## src/rtl/change_dispense_ctrl.sv

```systemverilog
// Coin-return sequencer: pays out change greedily (500/200/100) against a
// tracked coin inventory, one registered eject pulse per dispenser-ready cycle.
module change_dispense_ctrl #(
  parameter int AMT_W    = 8,
  parameter int CNT_W    = 8,
  parameter int INIT_CNT = 8
) (
  input  logic             clk,
  input  logic             reset,
  input  logic             start,
  input  logic [AMT_W-1:0] amount,
  input  logic             disp_ready,
  input  logic             In100,
  input  logic             In200,
  input  logic             In500,
  output logic             Out100,
  output logic             Out200,
  output logic             Out500,
  output logic             busy,
  output logic             done,
  output logic             fault,
  output logic [AMT_W-1:0] rem_out,
  output logic [CNT_W-1:0] inv100,
  output logic [CNT_W-1:0] inv200,
  output logic [CNT_W-1:0] inv500,
  output logic             dbg_state
);

  typedef enum logic {IDLE = 1'b0, DISP = 1'b1} state_t;

  // Handshake: a coin is ejected only at an edge where disp_ready=1 while in
  // DISP; with disp_ready=0 the payout holds with no pulse and no state change.

  state_t           state_q, state_d;
  logic [AMT_W-1:0] rem_q, rem_d;
  logic [2:0]       out_q, out_d;  // {500, 200, 100}
  logic             done_q, done_d;
  logic             fault_q, fault_d;
  logic [CNT_W-1:0] inv100_q, inv100_d;
  logic [CNT_W-1:0] inv200_q, inv200_d;
  logic [CNT_W-1:0] inv500_q, inv500_d;
  logic             dec100, dec200, dec500;

  localparam logic [CNT_W-1:0] INIT_VAL = CNT_W'(INIT_CNT);
  localparam logic [CNT_W-1:0] CNT_MAX  = '1;

  // Refill saturates at the top; a refill and eject of the same type cancel.
  function automatic logic [CNT_W-1:0] next_cnt(input logic [CNT_W-1:0] cnt,
                                                input logic inc, input logic dec);
    logic [CNT_W-1:0] r;
    r = cnt;
    if (inc && !dec) begin
      if (cnt != CNT_MAX) r = cnt + CNT_W'(1);
    end else if (dec && !inc) begin
      r = cnt - CNT_W'(1);
    end
    return r;
  endfunction

  always_comb begin
    state_d = state_q;
    rem_d   = rem_q;
    out_d   = 3'b000;
    done_d  = 1'b0;
    fault_d = 1'b0;
    dec100  = 1'b0;
    dec200  = 1'b0;
    dec500  = 1'b0;
    case (state_q)
      IDLE: begin
        if (start) begin
          rem_d   = amount;
          state_d = DISP;
        end
      end
      DISP: begin
        if (rem_q == '0) begin
          done_d  = 1'b1;
          state_d = IDLE;
        end else if (disp_ready) begin
          // Selection sees only the registered inventory; same-cycle refills land next cycle.
          if (rem_q >= AMT_W'(5) && inv500_q != '0) begin
            dec500 = 1'b1;
            out_d  = 3'b100;
            rem_d  = rem_q - AMT_W'(5);
          end else if (rem_q >= AMT_W'(2) && inv200_q != '0) begin
            dec200 = 1'b1;
            out_d  = 3'b010;
            rem_d  = rem_q - AMT_W'(2);
          end else if (inv100_q != '0) begin
            dec100 = 1'b1;
            out_d  = 3'b001;
            rem_d  = rem_q - AMT_W'(1);
          end else begin
            fault_d = 1'b1;
            state_d = IDLE;
          end
        end
      end
      default: state_d = IDLE;
    endcase
    inv100_d = next_cnt(inv100_q, In100, dec100);
    inv200_d = next_cnt(inv200_q, In200, dec200);
    inv500_d = next_cnt(inv500_q, In500, dec500);
  end

  always_ff @(posedge clk) begin
    if (reset) begin
      state_q  <= IDLE;
      rem_q    <= '0;
      out_q    <= 3'b000;
      done_q   <= 1'b0;
      fault_q  <= 1'b0;
      inv100_q <= INIT_VAL;
      inv200_q <= INIT_VAL;
      inv500_q <= INIT_VAL;
    end else begin
      state_q  <= state_d;
      rem_q    <= rem_d;
      out_q    <= out_d;
      done_q   <= done_d;
      fault_q  <= fault_d;
      inv100_q <= inv100_d;
      inv200_q <= inv200_d;
      inv500_q <= inv500_d;
    end
  end

  assign Out500    = out_q[2];
  assign Out200    = out_q[1];
  assign Out100    = out_q[0];
  assign busy      = (state_q == DISP);
  assign done      = done_q;
  assign fault     = fault_q;
  assign rem_out   = rem_q;
  assign inv100    = inv100_q;
  assign inv200    = inv200_q;
  assign inv500    = inv500_q;
  assign dbg_state = state_q;

endmodule

```

## config.mk

```make
export PLATFORM = sky130hd
export DESIGN_NAME = change_dispense_ctrl
export DESIGN_NICKNAME = d
export VERILOG_FILES = /design/src/rtl/change_dispense_ctrl.sv
export SDC_FILE = /design/constraint.sdc
export NUM_CORES = 1
export LEC_CHECK = 0
export BUFFER_PORTS_ARGS = -buffer_cell sky130_fd_sc_hd__clkbuf_2
export CAP_MARGIN = 20
export CORE_UTILIZATION = 39
export CTS_BUF_LIST = sky130_fd_sc_hd__clkbuf_16
export CTS_CLUSTER_DIAMETER = 120
export DETAILED_ROUTE_END_ITERATION = 8
export GPL_TIMING_DRIVEN = 0
export MAX_ROUTING_LAYER = met4
export PLACE_DENSITY = 0.56
export REMOVE_ABC_BUFFERS = 1
export SLEW_MARGIN = 20
export SYNTH_ARGS = -nofsm -noshare
export SYNTH_HDL_FRONTEND = slang
export SYNTH_SLANG_ARGS = --single-unit
```

## constraint.sdc

```tcl
create_clock -name clk -period 5.05 [get_ports clk]
set_input_delay 0.2525 -clock clk [delete_from_list [all_inputs] [get_ports clk]]
set_output_delay 0.2525 -clock clk [all_outputs]
set_load 0.01 [all_outputs]
```

==> impl_results.md <==
- Run status: complete, but fails checks
- Failing checks: DRC
- Avg Cell Area, Syn: 8.41 sq um
- Share of cells above drive strength 1: 18.7%
- Detailed Place HPWL: 5380 microns
- Power per cell area: 405 mW/mm^2
- FFs w/ async S/R, synth: 0%
- Count of antenna diodes in the layout: 0
- Post-CTS Resized: 0
- Synthesized cell area: 0.00289 sq mm
- Critical path cell sequence: nand2_1 -> a31oi_1 -> nand2_1 -> o21ai_1 -> ha_1 -> a21o_1 -> a221o_1 -> a21o_1 -> a21oi_1 -> mux2i_1 -> mux2_1
- DR vias/cell: 5.70
- Area delta synth->final: 16.4%
- Slew HR: 37.3%
- Max rail drop VDD: 171 uV
- Seq cells post-synth: 38
- Hold Crit Class: primary input to register
- Routed Antenna Nets: 0
- Slew Limit Fails: 0
- Starting density of the core: 40.1%
- Ys Warns: 0
- First-pass GRT wire length: 12400 microns
- Max stage delay cell, worst path: dfxtp_1
- Register area: 761 sq um
- GRT Overall Usage: 21.1%
- Main synth FF type: dfxtp_1
- Clk_skew: 0.00400 ns
- Largest net degree at the start of global routing: 38
- Synth unique cells: 63
- Worst EP arrival: 4.60 ns
- RSZ-0062 raised after global routing: no
- Post-CTS Repair Setup Buffers: 0
- Max stage delay on crit path: 0.72 ns
- TritonRoute pass-1 iters: 6
- I/O pin count: 54
- Setup-failing EPs final: 0
- Endpoint class of the critical path: register
- Synth Instances: 344
- Area leader, netlist: dfxtp_1
- Top-area cell type share of the netlist area: 26.3%
- Final wirelength: 7480 microns
- Final setup TNS: 0 ns
- GRT busiest layer: met2
- Fillers: 764
- Die H: 88.1 microns
- CTS tree: built
- Mean routed wirelength per cell: 15.3 microns
- Post-synth EDFFs: 0
- Most common cell in the netlist: dfxtp_1
- Crit path max fanout: 18
- Gpl congestion: 0.835
- Root buffer cell: clkbuf_16
- GRT met3 Usage: 2.92%
- Hold Vio Cnt, Final: 0
- Top post-synthesis cells by count: dfxtp_1, ha_1, a21oi_1, nor2_1, nand2_1
- Num Clock Sinks: 38
- CP delay by family, top: compound AO/OA/AOI/OAI gates
- Kind of critical path: register to register
- Max Root-Sink Buffers: 2
- Fin crit share: 87.8%
- CTS buffer count: 5
- Port Buffers: 53
- Row Count: 31
- Overflow after GRT: 0
- Sequential area share after synthesis: 26.3%
- Fin area: 0.00336 sq mm
- Total core area: 0.00721 sq mm
- Initial antenna violation count: 0
- MaxCap Viol Count: 0
- Leak: 0.00148 uW
- M2 GR Usage: 33.0%
- Vias in the first global route: 2532
- Final min period: 4.43 ns
- Worst slack, placed: 0.335 ns
- Post-Place Cells: 484
- Reg clk slew, reported paths: 0.05 ns
- DR vias: 2792
- Setup ws final: 0.616 ns
- Die Span X: 88.1 microns
- Clock Latency Late Sink: 0.28 ns
- Main area contributors after synthesis: dfxtp_1, ha_1, a21oi_1
- Residual DRC count: 4
- Hold_ws: 0.267 ns
- Fmax: 226 MHz
- Area of the multi-input gates: 0.00202 sq mm
- Slew @ Worst Pin: 0.933 ns
- Die ar.: 0.00776 sq mm
- Cts hold-fix bufs: 0
- Required @ worst endpoint: 5.22 ns
- Buf+Inv Stages, Crit Path: 0
- Placed Area: 0.00323 sq mm
- Fin cells: 490
- Worst setup SP type: register
- Initial DRC count: 90
- Met1 usage: 28.0%
- Nets: 437
- Depth of the CTS H-tree: 2
==> flip-flops by register name, indices dropped and copies added, names as in the netlist <==
name     count
inv100       8
inv200       8
inv500       8
rem_out      8
out_q        3
busy         1
done         1
fault        1
==> power by group <==
| group | switching [uW] | internal, uW |
|---|---|---|
| clock | 118 | 176 |
| combinational | 365 | 267 |
| sequential | 82.2 | 353 |
==> worst paths after layout <==
| check | startpoint | cells past startpoint | slack, ns | to |
|---|---|---|---|---|
| worst max-delay path | busy$_SDFF_PP0_ | 11 | 0.62 | inv100[7]$_SDFFE_PP0P_ |
| worst min-delay path | start | 3 | 0.27 | busy$_SDFF_PP0_ |
| worst max register to register | busy$_SDFF_PP0_ | 11 | 0.62 | inv100[7]$_SDFFE_PP0P_ |
| worst min register to register | inv100[5]$_SDFFE_PP0P_ | 2 | 0.53 | inv100[5]$_SDFFE_PP0P_ |
==> tightest hold or removal path: cells and delay by family <==
kind	cells	cell delay, ns
AOI/OAI and AO/OA	1	0.06
buffers and inverters	1	0.10
and+or+nand+nor	1	0.08
==> layer usage <==
metal	share of wire, %	vias to the layer above
li1	-	1419
met1	49	1304
met2	46	63
met3	3.7	6
met4	1.2	0
met5	0	-
==> metrics by stage <==
| step | power [uW] | util (%) |
|---|---|---|
| finish | 1360 | 46.6 |
| global route | 1470 | 46.6 |
| CTS | 1370 | 46.6 |
| detailed placement | 1070 | 44.8 |
| global placement | 1060 | 44.8 |
| floorplan | 892 | - |
==> kinds of logic (layout without fill, tap and decap cells) <==
kind of cell,Yosys count,after routing,share of synthesized area (%)
multiplexers,10,10,3.63
adder cells (fa/ha/maj),30,30,13.8
flip-flops,38,38,26.3
XOR/XNOR,14,14,4.24
AND/OR/NAND/NOR,114,114,21.1
AO/OA/AOI/OAI,108,108,26.9
buffers and inverters,30,77,4.07
==> layout make-up <==
cell class | count | area share [%]
Tap cell | 99 | 3.68
Multi-Input combinational cell | 276 | 60.0
Inverter | 18 | 2.01
Timing Repair Buffer | 53 | 7.88
Sequential cell | 38 | 22.6
Clock inverter | 1 | 0.112
Clock buffer | 5 | 3.72
==> layout by cell type (no fill, tap or decap), drive strengths merged, types with 3 or more instances in the layout <==
| cell | n |
|---|---|
| o21ai | 17 |
| o211ai | 8 |
| nor4 | 6 |
| nand3 | 15 |
| o21bai | 3 |
| nor3 | 17 |
| a211oi | 4 |
| and3 | 3 |
| a221oi | 3 |
| mux2i | 9 |
| inv | 17 |
| a21o | 9 |
| a21oi | 27 |
| or4 | 7 |
| xor2 | 7 |
| nand4 | 10 |
| and2 | 3 |
| ha | 27 |
| o41ai | 4 |
| clkbuf | 58 |
| fa | 3 |
| nor2 | 22 |
| nand2 | 18 |
| dfxtp | 38 |
| xnor2 | 7 |
| o2111ai | 3 |
| or2 | 3 |
| nor2b | 4 |
| o21a | 4 |
No activity file was read; power rests on OpenSTA's default activity.
